===== src/rtl/uart_rcv_cfg_if.sv =====
// Byte-side interface of the configurable UART receiver: baud setup,
// ready/clear handshake, received word and status flags.
interface uart_rcv_cfg_if #(
  parameter int DATA_BITS = 8,
  parameter int DIV_W     = 16
);
  logic [DIV_W-1:0]     baud_div;
  logic                 rx_rdy_clr;
  logic                 rx_rdy;
  logic [DATA_BITS-1:0] rx_data;
  logic                 parity_err;
  logic                 frame_err;
  logic                 overrun;

  modport master (
    output baud_div, rx_rdy_clr,
    input  rx_rdy, rx_data, parity_err, frame_err, overrun
  );

  modport slave (
    input  baud_div, rx_rdy_clr,
    output rx_rdy, rx_data, parity_err, frame_err, overrun
  );
endinterface


===== src/rtl/uart_rcv_cfg.sv =====
// Configurable asynchronous serial receiver: elaboration-time frame format,
// run-time baud divisor, 3-sample majority voting, false-start rejection,
// parity/framing/overrun status.
module uart_rcv_cfg #(
  parameter int DATA_BITS = 8,
  parameter int PARITY    = 0,
  parameter int DIV_W     = 16
) (
  input  logic           clk,
  input  logic           rst_n,
  input  logic           RX,
  uart_rcv_cfg_if.slave  bus
);

  localparam int   P   = (PARITY != 0) ? 1 : 0;
  localparam int   S   = 1 + DATA_BITS + P;
  localparam int   BW  = $clog2(S + 1);
  localparam logic ODD = (PARITY == 2);

  typedef enum logic [2:0] {IDLE, START, DATA, PAR, STOP} state_t;

  state_t               state;
  logic                 sync1, sync2, sync_prev;
  logic                 edge_det;
  logic [DIV_W-1:0]     div_q, cnt, half, div_eff;
  logic [BW-1:0]        bit_idx;
  logic                 v0, v1, vote, decide;
  logic [DATA_BITS-1:0] shreg;
  logic                 perr;

  assign edge_det = sync_prev & ~sync2;
  assign half     = div_q >> 1;
  assign decide   = (cnt == half + DIV_W'(1));
  assign vote     = (v0 & v1) | (v0 & sync2) | (v1 & sync2);
  assign div_eff  = (bus.baud_div < DIV_W'(8)) ? DIV_W'(8) : bus.baud_div;

  // Two-flop synchroniser plus one history flop for fall detection
  always_ff @(posedge clk or negedge rst_n) begin
    if (!rst_n) begin
      sync1     <= 1'b1;
      sync2     <= 1'b1;
      sync_prev <= 1'b1;
    end else begin
      sync1     <= RX;
      sync2     <= sync1;
      sync_prev <= sync2;
    end
  end

  // Frame FSM with baud/bit counters, vote capture and registered outputs
  always_ff @(posedge clk or negedge rst_n) begin
    if (!rst_n) begin
      state          <= IDLE;
      div_q          <= '0;
      cnt            <= '0;
      bit_idx        <= '0;
      v0             <= 1'b1;
      v1             <= 1'b1;
      shreg          <= '0;
      perr           <= 1'b0;
      bus.rx_rdy     <= 1'b0;
      bus.rx_data    <= '0;
      bus.parity_err <= 1'b0;
      bus.frame_err  <= 1'b0;
      bus.overrun    <= 1'b0;
    end else begin
      if (bus.rx_rdy_clr) begin
        bus.rx_rdy  <= 1'b0;
        bus.overrun <= 1'b0;
      end

      if (state != IDLE) begin
        if (cnt == div_q - DIV_W'(1)) begin
          cnt     <= '0;
          bit_idx <= bit_idx + BW'(1);
        end else begin
          cnt <= cnt + DIV_W'(1);
        end
        if (cnt == half - DIV_W'(1)) v0 <= sync2;
        if (cnt == half)             v1 <= sync2;
      end

      case (state)
        IDLE: begin
          if (edge_det) begin
            div_q   <= div_eff;
            cnt     <= '0;
            bit_idx <= '0;
            perr    <= 1'b0;
            state   <= START;
          end
        end
        START: begin
          if (decide) state <= vote ? IDLE : DATA;
        end
        DATA: begin
          if (decide) begin
            shreg <= {vote, shreg[DATA_BITS-1:1]};
            if (bit_idx == BW'(DATA_BITS)) state <= (P != 0) ? PAR : STOP;
          end
        end
        PAR: begin
          if (decide) begin
            perr  <= (^shreg) ^ vote ^ ODD;
            state <= STOP;
          end
        end
        STOP: begin
          if (decide) begin
            bus.rx_data    <= shreg;
            bus.parity_err <= perr;
            bus.frame_err  <= ~vote;
            bus.rx_rdy     <= 1'b1;
            // completion overrides a coincident clear; that clear still
            // drops any earlier overrun and this frame does not raise one
            bus.overrun    <= bus.rx_rdy_clr ? 1'b0 : (bus.overrun | bus.rx_rdy);
            state          <= IDLE;
          end
        end
        default: state <= IDLE;
      endcase
    end
  end

endmodule


===== src/flat_wrapper.sv =====
// flat-port wrapper written by rule: the top's interface ports become plain ports
module uart_rcv_cfg_flat 
#(
  parameter int DATA_BITS = 8,
  parameter int PARITY    = 0,
  parameter int DIV_W     = 16
)
  (clk, rst_n, RX, bus_baud_div, bus_rx_rdy_clr, bus_rx_rdy, bus_rx_data, bus_parity_err, bus_frame_err, bus_overrun);
  uart_rcv_cfg_if #(.DATA_BITS(DATA_BITS), .DIV_W(DIV_W)) bus_i ();
  input  logic clk;
  input  logic rst_n;
  input  logic RX;
  input wire logic [$bits(bus_i.baud_div)-1:0] bus_baud_div;
  input wire logic [$bits(bus_i.rx_rdy_clr)-1:0] bus_rx_rdy_clr;
  output wire logic [$bits(bus_i.rx_rdy)-1:0] bus_rx_rdy;
  output wire logic [$bits(bus_i.rx_data)-1:0] bus_rx_data;
  output wire logic [$bits(bus_i.parity_err)-1:0] bus_parity_err;
  output wire logic [$bits(bus_i.frame_err)-1:0] bus_frame_err;
  output wire logic [$bits(bus_i.overrun)-1:0] bus_overrun;
  assign bus_i.baud_div = bus_baud_div;
  assign bus_i.rx_rdy_clr = bus_rx_rdy_clr;
  assign bus_rx_rdy = bus_i.rx_rdy;
  assign bus_rx_data = bus_i.rx_data;
  assign bus_parity_err = bus_i.parity_err;
  assign bus_frame_err = bus_i.frame_err;
  assign bus_overrun = bus_i.overrun;
  uart_rcv_cfg #(.DATA_BITS(DATA_BITS), .PARITY(PARITY), .DIV_W(DIV_W)) u_core (.clk(clk), .rst_n(rst_n), .RX(RX), .bus(bus_i));
endmodule

===== config.mk =====
export PLATFORM = sky130hd
export DESIGN_NAME = uart_rcv_cfg_flat
export DESIGN_NICKNAME = d
export VERILOG_FILES = /design/src/rtl/uart_rcv_cfg_if.sv /design/src/rtl/uart_rcv_cfg.sv /design/src/flat_wrapper.sv
export SDC_FILE = /design/constraint.sdc
export NUM_CORES = 1
export LEC_CHECK = 0
export CORE_MARGIN = 3
export CORE_UTILIZATION = 40
export DETAILED_ROUTE_END_ITERATION = 6
export PLACE_DENSITY = 0.64
export SLEW_MARGIN = 20
export SYNTH_ARGS = -nofsm -noshare
export SYNTH_HDL_FRONTEND = slang
export SYNTH_SLANG_ARGS = --single-unit

===== constraint.sdc =====
create_clock -name clk -period 4 [get_ports clk]
set_input_delay 0.4 -clock clk [delete_from_list [all_inputs] [get_ports clk]]
set_output_delay 0.4 -clock clk [all_outputs]
set_load 0.005 [all_outputs]

==> impl_metrics.py, run 1 <==
metrics = {
    "status": {
        "run_status": "finished clean",
    },
    "critical_path": {
        "r2r_cells": 10,
        "slowest_stage_cell_crit_path": "or3_1",
        "worst_reg_to_reg_setup_slack_ps": 600,
        "worstPathCellList": "inv_1, ha_1, nor4b_4, nand4_2, or4b_1, a31oi_1, o221ai_2, or3_1, nand2_2, nor2_1",
        "worstPathRequired_ps": 4190,
        "critical_path.top_delay_family": "simple AND/OR/NAND/NOR gates",
        "r2r_end": "u_core.cnt[15]",
        "critical_path_depth": 10,
        "cp-start-kind": "register",
        "end_kind": "register",
        "critical_path_fanout_max": 14,
        "cpPeakStageDelay_ps": 540,
        "worst_r2r_startpoint": "u_core.div_q[2]",
        "cp-startpoint": "u_core.div_q[2]",
        "critical_path.endpoint": "u_core.cnt[15]",
        "classification_of_the_worst_setup_path": "reg -> reg",
        "critical_path_buf_inv_count": 1,
        "cp_data_arrival_time_ps": 3590,
    },
    "logic_synthesis": {
        "ys.flop_type": "dfrtp_1",
        "synthDominantCellAreaShare_pct": 33.3,
        "postSynthNetCount": 535,
        "async_reset_ff_share_pct": 100,
        "synthesis.area_mm2": 0.00451,
        "synth_area_per_inst_um2": 8.86,
        "synthDominantAreaCellType": "dfrtp_1",
        "synth-seq-cells": 65,
        "yosysSeqAreaShare_pct": 36.2,
        "synth_edf_count": 0,
        "synth.yosys.warnings": 0,
        "synth_cells": 509,
        "synth.lib_cells_used.distinct": 71,
        "post_synth_main_area_contributors": "dfrtp_1 33%, xnor2_1 6.6%, xor2_1 6.2%",
    },
    "flow_run": {
        "maxCapViolations": 0,
    },
    "layout": {
        "area_growth_syn_to_layout_pct": 14.4,
        "register_area_mm2": 0.00163,
        "drive_gt1_share_pct": 11.7,
        "insertedDiodeCount": 0,
        "multi_input_area_mm2": 0.00263,
        "nFillCells": 1063,
        "num-nets-final": 543,
    },
    "timing": {
        "final_setup_tns_ps": 0,
        "clock-skew-final_ps": 8.75,
        "rsz_0062_raised_after_global_routing": "false",
        "setup_ws_ps": 600,
        "timing.final.hold_violations": 0,
        "final.period_utilization_pct": 85.0,
        "max_freq_mhz": 294,
        "max-slew-margin-rel_pct": 43.8,
        "min_period_ps": 3400,
        "setup_violations": 0,
        "drv_slew": 0,
        "worst_pin_slew_ps": 843,
    },
    "worst_hold_path": {
        "timing.hold.worst.class": "in -> async",
    },
    "place": {
        "dp_hpwl_um": 8580,
        "gpl.final_weighted_congestion": 0.944,
        "total_of_buffers_placed_on_input_and_output_ports": 31,
        "dpl_worst_slack_ps": 626,
    },
    "floorplanning": {
        "ios": 32,
        "fp-row-count": 38,
        "core_area_mm2": 0.0109,
        "die-area_mm2": 0.0126,
        "die_height_um": 112,
        "floorplan.initialDensity_pct": 41.2,
        "die_x_um": 112,
    },
    "pwr": {
        "p_leak_nw": 2.17,
        "vdd_ir_drop_max_mv": 0.316,
        "power.density_cell_area_mw_per_mm2": 661,
    },
    "clock_tree": {
        "clk_lat_worst_skew_ps": 320,
        "hold_buffer_count_at_cts": 0,
        "cts-buffers-inserted": 9,
        "cts_post_setup_buffers_inserted": 0,
        "cts-root-buf": "clkbuf_16",
        "clock_tree_from_tritoncts": "done",
        "cts.path.max_buffers": 2,
        "clkTransAtPathRegs_ps": 60,
        "ctsHtreeMaxLevel": 3,
        "cts.repair.resized": 0,
        "numClockSinks": 65,
    },
    "global_routing": {
        "grt_overflow_total": 0,
        "grt_max_degree": 39,
        "grt_pass1_vias": 3794,
        "initial_antenna_violation_count": 0,
        "groute.usage.overall_pct": 18.3,
        "grt_pass1_wl_um": 18900,
    },
    "routing": {
        "via_count_normalized_by_instance_count": 5.61,
        "post_drt_wl_per_cell_um": 16.7,
        "maxUsedRoutingLayer": "met4",
        "dr_wl_met2_um": 5430,
        "drt_iter0_drc": 170,
        "detail-route-antenna-nets": 0,
        "drtPass1Iterations": 4,
        "drt_drc_violations_left": 0,
        "route.vias.total": 3711,
        "routed_length_on_met1_um": 4780,
        "routed_wirelength_um": 11100,
        "met3RoutedLength_um": 623,
    },
}
## routing by layer
layer / up-vias / GRT usage [%]
met4: 0 / 6.33
met1: 1804 / 24.0
li1: 1800 / -
met5: - / 0
met3: 15 / 3.40
met2: 92 / 30.5
## flip-flops by register name, summed over array words and instances (netlist names), 3 cells and up
register,flops
u_core.cnt,16
u_core.div_q,16
u_core.bus.rx_data,8
u_core.shreg,8
u_core.bit_idx,4
u_core.state,3
## metrics by stage
stage | utilization [%] | cells | hold WS, ps | total power [W] | cell area [µm²]
after detailed placement | 44.3 | 646 | 347 | 0.00257 | 4840
after global routing | 47.2 | 661 | 236 | 0.00366 | 5160
final | 47.2 | 661 | 176 | 0.00341 | 5160
after CTS | 47.2 | 661 | 207 | 0.00342 | 5160
after floorplan | - | 509 | 104 | 0.00224 | 4510
after global placement | 44.3 | 646 | 348 | 0.00255 | 4840
## cell usage after synthesis (6+ instances only)
library cell  instances
a21oi_1               8
buf_2                10
clkbuf_1             24
dfrtp_1              60
ha_1                  6
inv_1                15
mux2_2               18
mux2i_1              11
nand2_1              58
nand3_1              25
nand4_1              14
nor2_1               44
nor2b_1               7
nor3_1               14
nor4_1                8
o21ai_0              25
xnor2_1              34
xor2_1               32
## kinds of logic after synthesis
family / Yosys count / share of synthesized area [%]
xor+xnor: 66 / 12.8
compound gates: 67 / 9.71
buf+inv: 55 / 5.52
mux: 30 / 7.19
simple gates: 219 / 26.6
flops: 65 / 36.2
fa+ha+maj: 7 / 1.89
## worst register-to-register path: stages (launching register included)
cell	delay (ps)
dfrtp_1	490
inv_1	170
ha_1	270
nor4b_4	280
nand4_2	220
or4b_1	500
a31oi_1	200
o221ai_2	210
or3_1	540
nand2_2	290
nor2_1	100
## worst min path at each step
stage                 startpoint                 to  slack (ps)
CTS                        rst_n    u_core.div_q[2]         210
global placement    u_core.sync1       u_core.sync2         350
detailed placement  u_core.sync1       u_core.sync2         350
floorplan                  rst_n  u_core.bit_idx[0]         100
finish                     rst_n    u_core.div_q[2]         180
global route               rst_n    u_core.div_q[2]         240
## cell type report
type,instances,share of cell area (%)
Inverter,15,1.09
Timing Repair Buffer,37,6.79
Sequential cell,65,31.7
Tap cell,140,3.40
Multi-Input combinational cell,389,50.9
Clock inverter,5,1.53
Clock buffer,10,4.63
## report_power, final
group	leakage (nW)	switching, W	internal (W)	total, W
sequential	0.848	0.000410	0.000786	0.00120
clock	0.159	0.000271	0.000558	0.000829
combinational	1.16	0.000778	0.000607	0.00138
## cell usage in the layout, fill, tap and decap left out, types with 6 or more instances in the layout
cell	Yosys	routed
nand2_1	58	58
buf_4	2	6
inv_1	15	15
o21ai_0	25	25
nand3_1	25	25
mux2_2	18	18
xor2_1	32	32
nor2b_1	7	7
ha_1	6	6
clkbuf_16	0	9
nor4_1	8	8
xnor2_1	34	34
a21oi_1	8	8
nor2_1	44	44
nor3_1	14	14
dfrtp_1	60	60
mux2i_1	11	11
nand4_1	14	14
clkdlybuf4s50_1	0	30
No activity file was read; power rests on OpenSTA's default activity.
==> inputs of run 2 (changes only) <==
- clock period: 4 -> 3.21 ns (I/O delays scaled with it)
==> run 2 against run 1 <==
  * Clock skew is 2.5 ps higher
  * Cell area is 3.3% higher
  * First-iteration DRC count is 15% higher
  * Via count is 3.4% higher
  * Die area stayed put
  * Utilization is 1.6 points higher
  * Non-clock buffer count is 19 higher
  * Combinational power is 51% higher
  * Critical path type unchanged
==> impl_metrics.py, run 2 (synthesis gave the netlist of run 1 again) <==
metrics = {
    "routing": {
        "detail-route-antenna-nets": 0,
        "routed_wirelength_um": 11800,
        "post_drt_wl_per_cell_um": 17.3,
        "drtPass1Iterations": 5,
        "route.vias.total": 3839,
        "via_count_normalized_by_instance_count": 5.64,
        "drt_drc_violations_left": 0,
        "drt_iter0_drc": 195,
    },
    "global_routing": {
        "initial_antenna_violation_count": 0,
        "grt_pass1_wl_um": 19100,
        "grt_pass1_vias": 3805,
        "grt_overflow_total": 0,
        "grt_max_degree": 45,
        "groute.usage.overall_pct": 18.9,
    },
    "pwr": {
        "vdd_ir_drop_max_mv": 0.453,
        "power.density_cell_area_mw_per_mm2": 827,
        "p_leak_nw": 2.25,
        "total_power_w": 0.00441,
    },
    "flow_run": {
        "maxCapViolations": 0,
    },
    "layout": {
        "area_growth_syn_to_layout_pct": 18.2,
        "layout.cells.non_filler": 681,
        "most-common-layout-cells": "60 x dfrtp_1, 58 x nand2_1, 44 x nor2_1, 34 x xnor2_1, 32 x xor2_1",
        "insertedDiodeCount": 0,
        "final_common_cell": "dfrtp_1",
        "multi_input_area_mm2": 0.00265,
        "register_area_mm2": 0.00163,
        "layout_top_registers": "u_core.cnt x16, u_core.div_q x16",
        "postLayoutCellArea_mm2": 0.00533,
        "drive_gt1_share_pct": 15.9,
        "nFillCells": 1049,
        "num-nets-final": 562,
    },
    "timing": {
        "timing.final.hold_violations": 0,
        "final.period_utilization_pct": 94.5,
        "min_period_ps": 3030,
        "drv_slew": 0,
        "max-slew-margin-rel_pct": 63.0,
        "clock-skew-final_ps": 11.3,
        "final_setup_tns_ps": 0,
        "worst_pin_slew_ps": 549,
        "max_freq_mhz": 330,
        "fin_worst_hold_slack_ps": 355,
        "setup_violations": 0,
    },
    "critical_path": {
        "critical_path_depth": 10,
        "cp_data_arrival_time_ps": 3240,
        "worstPathCellList": "inv_2, ha_2, nor4b_4, nand4_2, or4b_1, a31oi_1, o221ai_2, or3_4, nand2_2, nor2_1",
        "end_kind": "register",
        "r2r_cells": 10,
        "cp-startpoint": "u_core.div_q[1]",
        "cpPeakStageDelay_ps": 490,
        "worstPathRequired_ps": 3420,
        "r2r_end": "u_core.cnt[13]",
        "critical_path_buf_inv_count": 1,
        "worst_reg_to_reg_setup_slack_ps": 180,
        "slowest_stage_cell_crit_path": "or4b_1",
        "classification_of_the_worst_setup_path": "reg -> reg",
        "critical_path_fanout_max": 14,
        "cp-start-kind": "register",
        "worst_r2r_startpoint": "u_core.div_q[1]",
        "critical_path.top_delay_family": "simple AND/OR/NAND/NOR gates",
        "critical_path.endpoint": "u_core.cnt[13]",
    },
    "clock_tree": {
        "ctsHtreeMaxLevel": 3,
        "numClockSinks": 65,
        "cts.path.max_buffers": 2,
        "clkTransAtPathRegs_ps": 60,
        "cts-root-buf": "clkbuf_16",
        "cts-buffers-inserted": 9,
        "clk_lat_worst_skew_ps": 330,
        "clock_tree_from_tritoncts": "done",
        "cts_post_setup_buffers_inserted": 0,
    },
    "place": {
        "numPlacedInstances": 664,
        "detailed_place.area_mm2": 0.00499,
        "total_of_buffers_placed_on_input_and_output_ports": 31,
        "gpl.final_weighted_congestion": 0.907,
        "dp_hpwl_um": 8850,
    },
    "worst_hold_path": {
        "timing.hold.worst.class": "reg -> reg",
    },
    "floorplanning": {
        "ios": 32,
        "die_height_um": 112,
        "die_x_um": 112,
        "fp-row-count": 38,
        "floorplan.initialDensity_pct": 41.2,
        "core_area_mm2": 0.0109,
        "die-area_mm2": 0.0126,
    },
    "status": {
        "run_status": "finished clean",
    },
}
## run 2: cell count changes in the layout (fill, tap and decap cells not counted), sizes merged
cell / change
buf: +18
clkinv: -1
dlygate4sd3: +1
inv: +3
clkinvlp: +1
bufinv: -1
clkbuf: -1
## run 2: metal layers
layer | global-route usage [%] | up-vias | wire (µm)
li1 | - | 1839 | -
met1 | 24.2 | 1852 | 5030
met2 | 30.6 | 123 | 5710
met3 | 4.42 | 25 | 715
met4 | 8.25 | 0 | 315
met5 | 0 | - | 0
## run 2: worst reg2reg max path: cells and delay by family, from the launching register on
kind	cells	cell delay [ps]
AOI/OAI and AO/OA	2	370
adders and majority gates	1	230
and+or+nand+nor	6	1760
buffers and inverters	1	110
DFF	1	440
## run 2: what timing repair did
action,CTS,global route
resized for setup,1,5
hold buffers,1,0
endpoints found under the hold margin,21,0
pin swaps,0,1
endpoints found under the setup margin,15,15
gates cloned,0,0
## run 2: how the worst min path moves through the flow
stage | startpoint | to | depth (start not counted)
detailed placement | rst_n | u_core.div_q[0] | 1
global route | u_core.sync1 | u_core.sync2 | 0
finish | u_core.sync1 | u_core.sync2 | 0
floorplan | rst_n | u_core.bit_idx[0] | 0
CTS | u_core.sync1 | u_core.sync2 | 0
global placement | rst_n | u_core.div_q[2] | 1
## run 2: area by class of cell
type	instances	area share [%]
clock buffer	9	4.23
clock inverter	7	1.57
inverter	15	1.06
multi-input combinational	389	49.7
sequential	65	30.6
tap	140	3.29
timing repair buffer	56	9.53
## run 2: through the flow
stage               worst slack, ps  util [%]
finish                          176      48.7
CTS                            74.2      48.6
detailed placement            -8.66      45.6
global placement               82.4      45.6
global route                  -4.20      48.7
floorplan                       182         -
## run 2: power breakdown
group | switching [W] | leakage (nW) | internal, W
clock | 0.000391 | 0.149 | 0.000615
sequential | 0.000340 | 0.848 | 0.000982
combinational | 0.00121 | 1.26 | 0.000870
total | 0.00194 | 2.25 | 0.00247
==> inputs of run 3 (changes only) <==
- CAP_MARGIN: default -> 0
==> results of run 3 <==
Final layout, timing and power as in run 2 (identical DEF).
